$ cat config.mk
export PLATFORM = sky130hd
export DESIGN_NAME = mm_result_collector
export DESIGN_NICKNAME = d
export VERILOG_FILES = /design/src/rtl/mm_result_collector.sv
export SDC_FILE = /design/constraint.sdc
export NUM_CORES = 1
export LEC_CHECK = 0
export ABC_AREA = 1
export BUFFER_PORTS_ARGS = -buffer_cell sky130_fd_sc_hd__buf_2
export CAP_MARGIN = 30
export CORE_MARGIN = 2
export CORE_UTILIZATION = 40
export CTS_CLUSTER_DIAMETER = 30
export CTS_CLUSTER_SIZE = 10
export DETAILED_ROUTE_END_ITERATION = 6
export GPL_TIMING_DRIVEN = 1
export HOLD_SLACK_MARGIN = 0.12
export PLACE_DENSITY = 0.67
export SYNTH_ARGS = -nofsm -noshare
export SYNTH_HDL_FRONTEND = slang
export SYNTH_SLANG_ARGS = --single-unit
$ cat constraint.sdc
create_clock -name clk -period 8.99 [get_ports clk]
set_input_delay 1.3485 -clock clk [delete_from_list [all_inputs] [get_ports clk]]
set_output_delay 1.3485 -clock clk [all_outputs]
set_load 0.01 [all_outputs]
$ cat src/rtl/mm_result_collector.sv
// mm_result_collector
// -------------------
// Downstream stage of the matrix-multiply engine. It captures the serial
// result stream (one signed element per valid cycle, with a row-end marker)
// into a local buffer and tracks the result dimensions. It flags rows whose
// length differs from the first row. It then replays the buffered matrix
// over a valid/ready handshake with row and frame markers. A one-cycle
// frame_done pulse carries the held status:
// rows, cols, error code and error-pattern code.
//
// Optional feature (compile-time macro RESULT_CHECKSUM_EN):
//   defined     -> 16-bit running sum of sign-extended replayed elements,
//                  published on checksum at frame_done and then held
//   not defined -> checksum is tied to 0 and no accumulator is built
//
// Ports:
//   clk            clock, rising edge
//   rst            asynchronous reset, active low
//   in_valid       producer element strobe
//   in_data        signed result element
//   in_row_last    element is the last of its row (qualified by in_valid)
//   in_done        producer finished the current matrix (pulse)
//   in_illegal     producer rejected the operand pair (pulse)
//   in_ep          producer error-pattern code, sampled with in_illegal
//   out_valid      replay element available
//   out_ready      consumer accepts element
//   out_data       replay element
//   out_row_last   out_data is the last element of a row
//   out_frame_last out_data is the last element of the matrix
//   frame_done     one-cycle status pulse
//   res_rows       result row count (held)
//   res_cols       result column count (held)
//   err_code       [0] ragged, [1] overflow, [2] overrun, [3] illegal (held)
//   err_ep         in_ep captured on in_illegal (held)
//   busy           high while collecting, draining or reporting
//   checksum       replay checksum (see optional feature)

module mm_result_collector #(
  parameter int DATA_W    = 12,
  parameter int MAX_ELEMS = 36,
  parameter int ADDR_W    = 6,
  parameter int DIM_W     = 4
) (
  input  logic              clk,
  input  logic              rst,
  input  logic              in_valid,
  input  logic [DATA_W-1:0] in_data,
  input  logic              in_row_last,
  input  logic              in_done,
  input  logic              in_illegal,
  input  logic [1:0]        in_ep,
  output logic              out_valid,
  input  logic              out_ready,
  output logic [DATA_W-1:0] out_data,
  output logic              out_row_last,
  output logic              out_frame_last,
  output logic              frame_done,
  output logic [DIM_W-1:0]  res_rows,
  output logic [DIM_W-1:0]  res_cols,
  output logic [3:0]        err_code,
  output logic [1:0]        err_ep,
  output logic              busy,
  output logic [15:0]       checksum
);

  typedef enum logic [1:0] {
    IDLE,
    COLLECT,
    DRAIN,
    DONE
  } state_t;

  state_t state, state_nxt;

  // Result buffer; contents are never reset.
  logic [DATA_W-1:0] mem [MAX_ELEMS];

  logic [ADDR_W-1:0] wr_ptr, wr_ptr_nxt, rd_ptr, last_idx;
  logic [DIM_W-1:0]  col_cnt, col_nxt;
  logic [DIM_W-1:0]  row_cnt, row_nxt;
  logic [DIM_W-1:0]  width, width_nxt;
  logic [DIM_W-1:0]  rd_col;
  logic              ragged, ragged_nxt;
  logic              ovf, ovf_nxt;
  logic              overrun;

  logic collecting;
  logic take_elem;
  logic elem_fits;
  logic illegal_evt;
  logic overrun_evt;
  logic frame_last;
  logic xfer;
  logic enter_done;

  assign collecting  = (state == IDLE) || (state == COLLECT);
  // in_illegal wins over a simultaneous element, which is discarded.
  assign take_elem   = collecting && in_valid && !in_illegal;
  assign elem_fits   = wr_ptr < ADDR_W'(MAX_ELEMS);
  assign illegal_evt = collecting && in_illegal;
  // Any producer activity while replaying or reporting is an overrun.
  assign overrun_evt = ((state == DRAIN) || (state == DONE)) &&
                       (in_valid || in_done || in_illegal);

  // Dimension tracking and ragged/overflow detection for the next cycle.
  // An element that does not fit is dropped, but it still counts toward
  // the row length so the ragged check sees the true stream shape. An
  // in_done that arrives mid-row closes that partial row as if it had a
  // row-end marker, after any element captured in the same cycle.
  always_comb begin
    wr_ptr_nxt = wr_ptr;
    col_nxt    = col_cnt;
    row_nxt    = row_cnt;
    width_nxt  = width;
    ragged_nxt = ragged;
    ovf_nxt    = ovf;

    if (take_elem) begin
      if (elem_fits) begin
        wr_ptr_nxt = wr_ptr + ADDR_W'(1);
      end else begin
        ovf_nxt = 1'b1;
      end
      if (in_row_last) begin
        row_nxt = row_cnt + DIM_W'(1);
        col_nxt = '0;
        if (row_cnt == '0) begin
          width_nxt = col_cnt + DIM_W'(1);
        end else if ((col_cnt + DIM_W'(1)) != width) begin
          ragged_nxt = 1'b1;
        end
      end else begin
        col_nxt = col_cnt + DIM_W'(1);
      end
    end

    if (collecting && in_done && !in_illegal && (col_nxt != '0)) begin
      if (row_nxt == '0) begin
        width_nxt = col_nxt;
      end else if (col_nxt != width_nxt) begin
        ragged_nxt = 1'b1;
      end
      row_nxt = row_nxt + DIM_W'(1);
      col_nxt = '0;
    end
  end

  // Next-state logic. An element arriving together with in_done in IDLE
  // is captured and the one-element frame goes straight to replay.
  always_comb begin
    state_nxt = state;
    unique case (state)
      IDLE: begin
        if (in_illegal) begin
          state_nxt = DONE;
        end else if (in_valid) begin
          state_nxt = in_done ? DRAIN : COLLECT;
        end else if (in_done) begin
          state_nxt = DONE;
        end
      end
      COLLECT: begin
        if (in_illegal) begin
          state_nxt = DONE;
        end else if (in_done) begin
          state_nxt = DRAIN;
        end
      end
      DRAIN: begin
        if (xfer && frame_last) begin
          state_nxt = DONE;
        end
      end
      DONE: begin
        state_nxt = IDLE;
      end
      default: begin
        state_nxt = IDLE;
      end
    endcase
  end

  always_ff @(posedge clk or negedge rst) begin
    if (!rst) begin
      state <= IDLE;
    end else begin
      state <= state_nxt;
    end
  end

  // Collection counters, replay pointers and sticky error flags. Leaving
  // DONE clears everything for the next frame, except that an overrun
  // seen during the DONE cycle itself is carried to the next report.
  always_ff @(posedge clk or negedge rst) begin
    if (!rst) begin
      wr_ptr  <= '0;
      rd_ptr  <= '0;
      rd_col  <= '0;
      col_cnt <= '0;
      row_cnt <= '0;
      width   <= '0;
      ragged  <= 1'b0;
      ovf     <= 1'b0;
      overrun <= 1'b0;
    end else if (state == DONE) begin
      wr_ptr  <= '0;
      rd_ptr  <= '0;
      rd_col  <= '0;
      col_cnt <= '0;
      row_cnt <= '0;
      width   <= '0;
      ragged  <= 1'b0;
      ovf     <= 1'b0;
      overrun <= overrun_evt;
    end else begin
      wr_ptr  <= wr_ptr_nxt;
      col_cnt <= col_nxt;
      row_cnt <= row_nxt;
      width   <= width_nxt;
      ragged  <= ragged_nxt;
      ovf     <= ovf_nxt;
      overrun <= overrun | overrun_evt;
      if (xfer) begin
        rd_ptr <= rd_ptr + ADDR_W'(1);
        rd_col <= out_row_last ? '0 : (rd_col + DIM_W'(1));
      end
    end
  end

  always_ff @(posedge clk) begin
    if (take_elem && elem_fits) begin
      mem[wr_ptr] <= in_data;
    end
  end

  // Status is published on entry to DONE, so it is valid during the
  // frame_done cycle and held until the next one. A rejected frame
  // reports zero dimensions. An overrun in this same cycle is folded in.
  assign enter_done = (state != DONE) && (state_nxt == DONE);

  always_ff @(posedge clk or negedge rst) begin
    if (!rst) begin
      res_rows <= '0;
      res_cols <= '0;
      err_code <= '0;
      err_ep   <= '0;
    end else if (enter_done) begin
      res_rows <= illegal_evt ? '0 : row_cnt;
      res_cols <= illegal_evt ? '0 : width;
      err_code <= {illegal_evt, overrun | overrun_evt, ovf, ragged};
      err_ep   <= illegal_evt ? in_ep : 2'b00;
    end
  end

  // wr_ptr never exceeds MAX_ELEMS, so the last buffered index is simply
  // wr_ptr-1 during replay.
  assign last_idx       = wr_ptr - ADDR_W'(1);
  assign frame_last     = (rd_ptr == last_idx);
  assign out_valid      = (state == DRAIN);
  assign out_data       = out_valid ? mem[rd_ptr] : '0;
  assign out_row_last   = out_valid && (frame_last || (rd_col == (width - DIM_W'(1))));
  assign out_frame_last = out_valid && frame_last;
  assign xfer           = out_valid && out_ready;
  assign frame_done     = (state == DONE);
  assign busy           = (state != IDLE);

`ifdef RESULT_CHECKSUM_EN
  logic [15:0] acc;
  logic [15:0] data_ext;

  assign data_ext = 16'(signed'(out_data));

  // The accumulator restarts on entry to DRAIN. On the final transfer the
  // element being accepted is added directly into the published value.
  // Frames that never replay publish zero.
  always_ff @(posedge clk or negedge rst) begin
    if (!rst) begin
      acc      <= '0;
      checksum <= '0;
    end else begin
      if ((state != DRAIN) && (state_nxt == DRAIN)) begin
        acc <= '0;
      end else if (xfer) begin
        acc <= acc + data_ext;
      end
      if (enter_done) begin
        checksum <= (state == DRAIN) ? (acc + data_ext) : 16'h0000;
      end
    end
  end
`else
  assign checksum = 16'h0000;
`endif

endmodule

Word-level counts from Yosys, hierarchy flattened
Memory sizes are Yosys's and may differ from the RTL's.
Cells that the tools add are included.

storage, ports and cells
  logic and storage cells = 112
  bits of input ports = 21
  memories kept = 1
  bits in writable memories = 432
  bits in registers = 47
  output and inout port bits = 47

memory list
  memory  words  width  read ports  clocked after Yosys merged registers in  wr ports  line  text
  mem     36     12     1           0                                        1         76    logic [DATA_W-1:0] mem [MAX_ELEMS];

operators by class
  eq/ne operators = 10
  magnitude comparators = 1
  reduce and logical (&&, ||, !) cells = 29
  multiplexer cells = 48
  bitwise gates (word level) = 1
  add/sub/neg operators = 8

operators with widths
  cell                 number
  $mux 4               19
  $mux 6               5
  $add 4x1->4 const B  4
  $mux 2               8
  $mux 1               14
  $logic_and 1x1->1    13
  $add 6x1->6 const B  2
  $mux 12              1
  $logic_not 4->1      2
  $ne 4x4->1           2
  $pmux 2 s4           1
  $reduce_bool 2->1    4
  $eq 2x2->1 const B   3
  $eq 6x6->1           1
  $lt 6x6->1 const B   1
  $sub 6x1->6 const B  1
  $logic_or 1x1->1     5
  $eq 4x4->1           1
  $ne 2x2->1 const B   2
  $reduce_and 2->1     2
  $reduce_bool 4->1    1
  $sub 4x1->4 const B  1
  $eq 2x1->1 const B   1
  $logic_not 2->1      1
  2 further kinds      2

Logic depth before layout (Yosys ltp)
  word-level depth = 10
  gate-level depth with buffers = 15
  mapped depth without buffers = 14

Worst setup path before layout
No wires, ideal clock.

  kind = input port to flip-flop
  from = input in_valid
  to = memory mem[31][0] (enable)
  arrival = 3,359 ps
  setup time = 412 ps
  path slack = 5,218 ps
  buffers on the path = 1
  stages on the path = 7
  required time = 8,578 ps
  cells stage by stage = clkbuf_2 nand2_4 nor2_4 inv_2 nor2_1 nand2_1 nor4_1

between the ends
  cells in the longest elaborated chain, start to end = 5

ends and longest elaborated chain
  element                         line  text
  start, declared                 46    input logic in_valid,
  $logic_and 1x1->1 (2 in a row)  98    assign take_elem = collecting && in_valid && !in_illegal;
  $logic_and 1x1->1               231   if (take_elem && elem_fits) begin
  $mux 1                          231
  $mux 1 (not written as such)    232   mem[wr_ptr] <= in_data;
  end, declared                   76

Every way passes these cells.

Worst setup path after layout
  from = register rd_ptr[0]
  to = output out_data[0]

between the ends
  cells in the longest elaborated chain, start to end = 2

ends and longest elaborated chain
  element                 line  text
  start, declared         78    logic [ADDR_W-1:0] wr_ptr, wr_ptr_nxt, rd_ptr, last_idx;
  start signal, assigned  224   rd_ptr <= rd_ptr + ADDR_W'(1);
  $mem_v2 36x12           --
  $mux 12                 260   assign out_data = out_valid ? mem[rd_ptr] : '0;
  end, declared           54    output logic [DATA_W-1:0] out_data,

Every way passes these cells.

==> reports/results.txt <==
outcome -> finished, final reports clean
GP Congestion -> 0.848
Tmin final -> 5.45 ns
fraction of layout cells with a size suffix above 1 -> 14.2%
postcts setup bufs -> 0
Final HPWL DP -> 33.0 mm
hold path cells -> 2
ANT nets after route -> 0
Max H-tree Level -> 3
placed cells -> 2428
Finished Layout Cells -> 2590
pwr dens -> 335 nW/um2
filler instances -> 4382
clk buf depth -> 3
Pre-Repair DR Iteration Count -> 5
vias per inst -> 5.53
Die Ht -> 230 um
Max VDD drop -> 0.240 mV
Core Util, Final -> 48.4%
reg2reg end -> err_code[3]$_DFFE_PN0P_
CTS tree -> done
CP Cell Sequence -> inv_6 > buf_4 > nor2_1 > nor2_1 > o21ai_0 > o211ai_1 > nand3_1 > nand3_1 > nand2_1 > a21oi_1 > buf_2
Critical Path Source Type -> register
HP Start -> err_ep[0]$_DFFE_PN0P_
area of the multi-input gates -> 5350 um2
Mapped Area -> 20400 um2
DRC viols -> 0
Syn Area/Cell -> 11.6 um2
headroom to the max-slew limit -> 36.8%
RSZ-0062 raised after global routing -> no
PortBufs -> 51
Hold Path Class -> register to register
launch point of the worst reg-to-reg path -> state[1]$_DFF_PN0_
Congestion Overflow GR -> 0
total die area -> 52800 um2
Yosys warning count -> 0
top_reg_cell synth -> edfxtp_1
final net count -> 1878
cts hold-fix bufs -> 0
CTS root buf -> clkbuf_16
# setup viols final -> 0
vias in the first global route -> 14400
first-pass GRT wire length -> 86.3 mm
Worst-Margin Slew -> 0.948 ns
DRT iter0 DRCs -> 1697
synth top area cells -> edfxtp_1 (64%), dfrtp_1 (5.8%), o21ai_0 (5.8%), nor2_1 (5.7%), o211ai_1 (4.0%)
Pins Over Slew Limit -> 0
Worst Skew -> 0.0260 ns
period utilization -> 60.7%
Yosys cell types -> 40
Initial Util -> 40.6%
CTS Buf Count -> 89
final setup TNS -> 0 ns
total routed wirelength -> 56.1 mm
Yosys top cell by area -> edfxtp_1
Die Wd -> 230 um
PostCTS Resize Cnt -> 0
crit end category -> primary output
r2r worst-path depth -> 6
Reg area -> 14200 um2
FFs w/ async S/R, synth -> 9.81%
R2R setup slack -> 6.19 ns
I/O pin total -> 68
largest net degree at the start of global routing -> 195
antenna violations before repair -> 0
Post-Synthesis Cells -> 1760
fmax -> 0.183 GHz
max cap viols -> 0
Area after DPL -> 21400 um2
P&R area growth vs syn -> 19.3%
Sink Count -> 479
CP Class -> register to primary output
Data arrival, critical path -> 4.11 ns
register clock-pin slew on the reported worst setup and hold paths -> 0.05 ns
Final Instance Area -> 24300 um2
Worst Path Buf+Inv -> 3
Critical Path Max Stage Delay -> 0.79 ns
Critical Path Fanout Max -> 106
FF+latch count, synth -> 479
WL/cell -> 21.7 um
Worst Setup SP -> rd_ptr[0]$_DFFE_PN0P_
Crit path max-delay family -> buffers and inverters
ANT cells -> 0
aggregate global-route resource usage -> 21.4%
slowest cell on the critical path -> buf_4
worst-skew pair later-pin latency -> 0.61 ns
row cnt -> 82
CP Data Required Time -> 7.64 ns
post-synth top area share -> 63.6%
Leak -> 8.84 nW
CORE AREA -> 50300 um2
vias -> 14300
Hold EP -> err_ep[0]$_DFFE_PN0P_
sequential fraction of the synthesis area -> 69.4%
Final Hold Vio Count -> 0
Post-synth EDFFs -> 432
-- worst max path at each step --
stage / endpoint / slack [ns] / cells after the start
5_1_grt: out_data[0] / 3.25 / 11
6_report: out_data[0] / 3.54 / 11
4_1_cts: out_data[0] / 3.57 / 11
2_1_floorplan: mem[31][0]$_DFFE_PP_ / 5.22 / 7
3_5_place_dp: out_data[0] / 4.22 / 11
3_3_place_gp: out_data[0] / 4.13 / 11
-- metrics by stage --
| stage | setup WS [ns] | hold slack [ns] | total power (W) |
|---|---|---|---|
| global placement | 4.13 | 0.452 | 0.00487 |
| CTS | 3.57 | 0.469 | 0.00815 |
| global route | 3.25 | 0.492 | 0.00851 |
| floorplan | 5.22 | 0.463 | 0.00412 |
| detailed placement | 4.22 | 0.459 | 0.00490 |
| finish | 3.54 | 0.469 | 0.00815 |
-- report_power, final --
part           total (W)  switching (W)  internal [W]
combinational    0.00229        0.00164      0.000647
sequential       0.00262       0.000112       0.00251
clock            0.00324        0.00112       0.00212
-- kinds of logic (layout without fill, tap and decap cells) --
logic type | after synthesis | after routing | synth area share (%)
xor gates and xnor gates | 17 | 17 | 0.767
other | 1 | 16 | 0.0184
adders and majority gates | 10 | 10 | 0.613
DFF | 479 | 479 | 69.4
AOI/OAI and AO/OA | 422 | 422 | 12.0
and+or+nand+nor | 611 | 611 | 12.5
buffers and inverters | 220 | 363 | 4.77
-- routing by layer --
layer	track usage [%]	wire length [um]
met1	27.4	22400
met2	34.3	26300
met3	5.26	5110
met4	10.1	2370
met5	0	0
-- cell usage in the layout (no fill, tap or decap), types with 5 or more instances in the layout --
cell type / Yosys / layout
edfxtp_1: 432 / 432
nor2_1: 311 / 310
o21ai_0: 235 / 235
nand2_1: 157 / 157
nand3_1: 112 / 112
o211ai_1: 109 / 109
inv_1: 94 / 94
clkbuf_16: 0 / 91
a21oi_1: 56 / 56
buf_2: 32 / 51
dfrtp_1: 47 / 44
buf_4: 20 / 34
clkinv_2: 0 / 21
conb_1: 1 / 16
clkinv_1: 2 / 13
xor2_1: 11 / 11
buf_6: 4 / 11
ha_1: 10 / 10
bufinv_16: 0 / 9
clkinvlp_4: 0 / 9
o221ai_1: 8 / 8
clkbuf_1: 50 / 8
inv_2: 8 / 7
o22ai_1: 6 / 6
nor3_1: 6 / 6
nand4_1: 6 / 6
inv_6: 0 / 6
xnor2_1: 5 / 5
-- sequential cells by signal, summed over array words and instances, names as in the netlist --
register / flops
wr_ptr: 6
row_cnt: 4
width: 4
res_cols: 4
res_rows: 4
mem: 432
rd_ptr: 6
col_cnt: 4
state: 2
rd_col: 4
ragged: 1
ovf: 1
err_code: 4
err_ep: 2
overrun: 1
-- layout make-up --
| cell class | count | area share [%] |
|---|---|---|
| timing repair buffer | 97 | 2.69 |
| tap | 672 | 3.46 |
| clock buffer | 101 | 9.59 |
| inverter | 104 | 1.62 |
| sequential | 479 | 58.2 |
| multi-input combinational | 1076 | 22.0 |
| clock inverter | 61 | 2.49 |
-- Yosys cell counts, types with 20 or more instances --
master    instances
edfxtp_1        432
nor2_1          311
o21ai_0         235
nand2_1         157
nand3_1         112
o211ai_1        109
inv_1            94
a21oi_1          56
clkbuf_1         50
dfrtp_1          47
buf_2            32
buf_4            20
-- worst register-to-register path, stage by stage (launching register included) --
cell	delay, ns
dfrtp_1	0.46
nand2_1	0.47
inv_1	0.37
a21oi_1	0.82
nand2_2	0.35
nand2_1	0.15
nand2_1	0.07
No activity file was read; power rests on OpenSTA's default activity.
